<file path="src/rtl/im_fetch_ctrl.sv">
// Fetch sequencer for a combinational word-indexed instruction ROM: owns the PC,
// delivers instructions to decode over valid/ready, and shares the ROM port with a debug reader.
module im_fetch_ctrl #(
  parameter int                 ADDR_W   = 16,
  parameter logic [ADDR_W-1:0]  RESET_PC = '0,
  parameter int                 IM_WORDS = 32
) (
  input  logic              clk,
  input  logic              rst,
  input  logic              run,
  input  logic              clear_fault,
  input  logic              redirect_valid,
  input  logic [ADDR_W-1:0] redirect_pc,
  output logic [ADDR_W-1:0] im_addr,
  input  logic [31:0]       im_instr,
  output logic              f_valid,
  input  logic              f_ready,
  output logic [31:0]       f_instr,
  output logic [ADDR_W-1:0] f_pc,
  input  logic              dbg_req,
  input  logic [ADDR_W-1:0] dbg_addr,
  output logic              dbg_ack,
  output logic [31:0]       dbg_rdata,
  output logic [1:0]        state,
  output logic              fault
);

  typedef enum logic [1:0] {
    S_HALT  = 2'b00,
    S_RUN   = 2'b01,
    S_FAULT = 2'b10
  } state_t;

  // One extra bit so the byte limit never aliases with a wrapped PC.
  localparam logic [ADDR_W:0] PC_LIMIT = (ADDR_W+1)'(IM_WORDS * 4);

  state_t            r_state;
  logic [ADDR_W-1:0] r_pc;

  logic w_inRange;
  logic w_slotFree;
  logic w_fetchOpp;
  logic w_issue;
  logic w_rangeFault;
  logic w_redirAccept;
  logic w_misaligned;
  logic w_dbgGrant;

  assign w_inRange     = {1'b0, r_pc} < PC_LIMIT;
  assign w_slotFree    = !f_valid || f_ready;
  assign w_fetchOpp    = (r_state == S_RUN) && !redirect_valid && w_slotFree;
  assign w_issue       = w_fetchOpp && run && w_inRange;
  assign w_rangeFault  = w_fetchOpp && !w_inRange;
  assign w_redirAccept = redirect_valid && (r_state != S_FAULT);
  assign w_misaligned  = redirect_pc[1:0] != 2'b00;
  assign w_dbgGrant    = !w_issue && dbg_req;

  assign state = r_state;
  assign fault = (r_state == S_FAULT);

  always_comb begin
    im_addr = '0;
    if (w_issue) begin
      im_addr = r_pc >> 2;
    end else if (w_dbgGrant) begin
      im_addr = dbg_addr;
    end
  end

  // A redirect squashes the instruction register; a misaligned target faults without touching the PC.
  always_ff @(posedge clk or posedge rst) begin
    if (rst) begin
      r_state   <= S_HALT;
      r_pc      <= RESET_PC;
      f_valid   <= 1'b0;
      f_instr   <= '0;
      f_pc      <= '0;
      dbg_ack   <= 1'b0;
      dbg_rdata <= '0;
    end else begin
      dbg_ack <= w_dbgGrant;
      if (w_dbgGrant) begin
        dbg_rdata <= im_instr;
      end

      if (w_redirAccept) begin
        f_valid <= 1'b0;
        if (w_misaligned) begin
          r_state <= S_FAULT;
        end else begin
          r_pc <= redirect_pc;
          if (r_state == S_HALT && run) begin
            r_state <= S_RUN;
          end else if (r_state == S_RUN && !run) begin
            r_state <= S_HALT;
          end
        end
      end else begin
        if (w_issue) begin
          f_instr <= im_instr;
          f_pc    <= r_pc;
          f_valid <= 1'b1;
          r_pc    <= r_pc + ADDR_W'(4);
        end else if (f_valid && f_ready) begin
          f_valid <= 1'b0;
        end

        case (r_state)
          S_HALT: begin
            if (run) r_state <= S_RUN;
          end
          S_RUN: begin
            if (w_rangeFault) begin
              r_state <= S_FAULT;
            end else if (!run) begin
              r_state <= S_HALT;
            end
          end
          S_FAULT: begin
            if (clear_fault) r_state <= S_HALT;
          end
          default: r_state <= S_HALT;
        endcase
      end
    end
  end

endmodule

</file>
<file path="config.mk">
export PLATFORM = sky130hd
export DESIGN_NAME = im_fetch_ctrl
export DESIGN_NICKNAME = d
export VERILOG_FILES = /design/src/rtl/im_fetch_ctrl.sv
export SDC_FILE = /design/constraint.sdc
export NUM_CORES = 1
export LEC_CHECK = 0
export CORE_MARGIN = 2
export CORE_UTILIZATION = 45
export DETAILED_ROUTE_END_ITERATION = 6
export PLACE_DENSITY_LB_ADDON = 0.12
export SETUP_SLACK_MARGIN = 0.15
export SLEW_MARGIN = 25
export SYNTH_ARGS = -nofsm -noshare
export SYNTH_HDL_FRONTEND = slang
export SYNTH_SLANG_ARGS = --single-unit
</file>
<file path="constraint.sdc">
create_clock -name clk -period 8.4 [get_ports clk]
set_clock_uncertainty 0.2 [all_clocks]
set_input_delay 1.26 -clock clk [delete_from_list [all_inputs] [get_ports clk]]
set_output_delay 1.26 -clock clk [all_outputs]
set_load 0.01 [all_outputs]
</file>
==> reports/metrics.csv <==
metric;value;unit
Critical Path Fanout Max;18;
syn_nets;382;
Mapped Avg Cell Area;13.6;µm²
HPWL Detailed;7700;µm
vias in the first global route;3193;
Final setup violation count;0;
Residual DRC;0;
CP peak stage delay;0.60;ns
Hold Violations, Final;0;
post-route ant nets;0;
largest net degree at the start of global routing;65;
pwr/cell area;175;nW/µm²
antenna violations before repair;0;
TNS Setup;0;ns
Worst-path clk slew;0.09;ns
Synth area leaders;dfrtp_1, mux2_2, mux2_1;
maxcap violations;0;
most common cell after layout, fill and taps aside;clkdlybuf4s50_1;
post-CTS setup buffers;0;
dpl ws;2.93;ns
worst path required time;6.94;ns
status;finished, final reports clean;
worst slew pin tran;0.801;ns
layout cells sized above 1;14.5;%
delay-heaviest family, CP;buffers and inverters;
most frequent CP cell;clkdlybuf4s50_1;
CTS tree;yes;
post-synthesis register bit count;100;
vias per cell;5.30;
Routed WL;10300;µm
die width;101;µm
Resized Gates After CTS;0;
Max Slew Vio Count;0;
total clock sinks;100;
1st-iter DRT viols;129;
# IOs;172;
CP endpoint kind;primary output;
Cells after Synth;310;
drt first pass iters;4;
register area;2500;µm²
Global Route Usage Sum;20.5;%
clk_lat worst skew;0.35;ns
mapped cell area;4220;µm²
core box area;9150;µm²
multi-input gate area in the final layout;1600;µm²
Area growth, synth to finish;47.1;%
via count;3182;
HP Class;register to register;
Diodes inserted;0;
Worst path slowest cell;clkdlybuf4s50_1;
slew margin rel.;46.6;%
CP arrival;4.02;ns
sequential element share of the synthesized area;59.3;%
Synth cell types;48;
Startpoint Class;input pin;
wire length per cell;17.2;µm
kind of critical path;input pin to primary output;
CTS Hold Buffers Added;0;
gr ovfl total;0;
Clock Root Buffer;clkbuf_8;
ys async rst share;100;%
row cnt;35;
Ys Warns;0;
minimum clock period;5.48;ns
Synth top area share;59.3;%
fill count;705;
period utilisation layout;65.2;%
port bufs;171;
worst r2r src;state[1];
leading area contributor after synthesis;dfrtp_1;
worst-path cell chain;clkdlybuf4s50_1 -> nor2_1 -> nand4_1 -> o21ai_4 -> buf_8 -> inv_2 -> a22o_1 -> clkdlybuf4s50_1;
first-pass GRT wire length;16200;µm
LEAKAGE;0.00269;µW
routability cong.;0.903;
RSZ-0062 raised after global routing;no;
Num CTS Buffers;9;
CP bufs+invs;4;
fmax;0.183;GHz
most frequent cells in the layout;clkdlybuf4s50_1, dfrtp_1, mux2_2;
nets@finish;556;
Worst Setup SP;redirect_valid;
Initial Util;46.1;%
VDD IR-drop max;0.106;mV
DIE HEIGHT;101;µm
worst setup margin;2.92;ns
die area;10200;µm²
H-tree depth;3;
hold path startpoint;r_pc[0];
top_reg_cell synth;dfrtp_1;
maximum clock path buffer count;2;
Post-synth EDFFs;0;
## synth_stat cells, types with 3 or more instances
library cell and count:
o21ai_0 10, and4_1 3, a22o_1 5, nor3_1 3, nand2b_1 3, nand3_1 5, mux2_2 39, and2_1 22
a21oi_1 9, mux2_1 32, inv_1 4, dfrtp_1 100, o221ai_1 4, o22ai_1 3, buf_2 4, buf_8 3
nor2_1 10, a211oi_1 3, nand2_1 12
## metrics by stage
| step | utilization, % | total power (µW) | hold slack [ns] | cell area (µm²) | cells |
|---|---|---|---|---|---|
| detailed placement | 66.0 | 824 | 0.268 | 6040 | 584 |
| finish | 67.8 | 1090 | 0.289 | 6210 | 600 |
| global route | 67.8 | 1150 | 0.308 | 6210 | 600 |
| floorplan | - | 703 | 0.247 | 4220 | 310 |
| global placement | 65.4 | 816 | 0.264 | 5990 | 581 |
| CTS | 67.8 | 1090 | 0.292 | 6210 | 600 |
## worst paths after layout
check | slack [ns] | depth (start not counted) | end
worst max-delay path | 2.92 | 8 | im_addr[0]
worst min-delay path | 0.29 | 1 | r_pc[0]
worst max register to register | 5.85 | 5 | f_instr[18]
worst min register to register | 0.29 | 1 | r_pc[0]
max in group asynchronous | 5.75 | 3 | dbg_rdata[14]
min in group asynchronous | 1.08 | 2 | f_instr[21]
## worst register-to-register path, cell delays in order (launching register included)
cell and delay (ns):
dfrtp_1 0.47, nor2_1 0.17, nand4_1 0.33, nor2_4 0.67
buf_16 0.24, mux2_2 0.35
## sequential cells by signal, summed over array words and instances (netlist names)
register   cells
dbg_rdata     32
f_instr       32
f_pc          16
r_pc          16
state          2
dbg_ack        1
f_valid        1
## cells by family after synthesis
group | after synthesis | synth area share (%)
buffers and inverters | 18 | 2.96
muxes | 72 | 19.3
adders and majority gates | 1 | 0.296
DFF | 100 | 59.3
AOI/OAI and AO/OA | 49 | 8.18
and+or+nand+nor | 70 | 9.96
## power breakdown
group	internal, µW	switching, µW
combinational	132	112
sequential	524	48.8
clock	108	165
## metal layers
layer  share of wire, %  vias up  track usage, %
li1                   -     1467               -
met1                 42     1586            26.0
met2                 52      113            36.2
met3                4.8       16            3.19
met4                1.6        0            6.22
met5                  0        -               0
## area by class of cell
| cell class | instances | share of cell area, % |
|---|---|---|
| well taps | 111 | 2.24 |
| repair buffers | 175 | 28.6 |
| inverters | 6 | 0.403 |
| flip-flops and latches | 100 | 40.3 |
| clock inverters | 6 | 0.625 |
| clock buffers | 10 | 2.06 |
| multi-input cells | 192 | 25.8 |
Note: power is estimated with default switching activity, not from simulation.
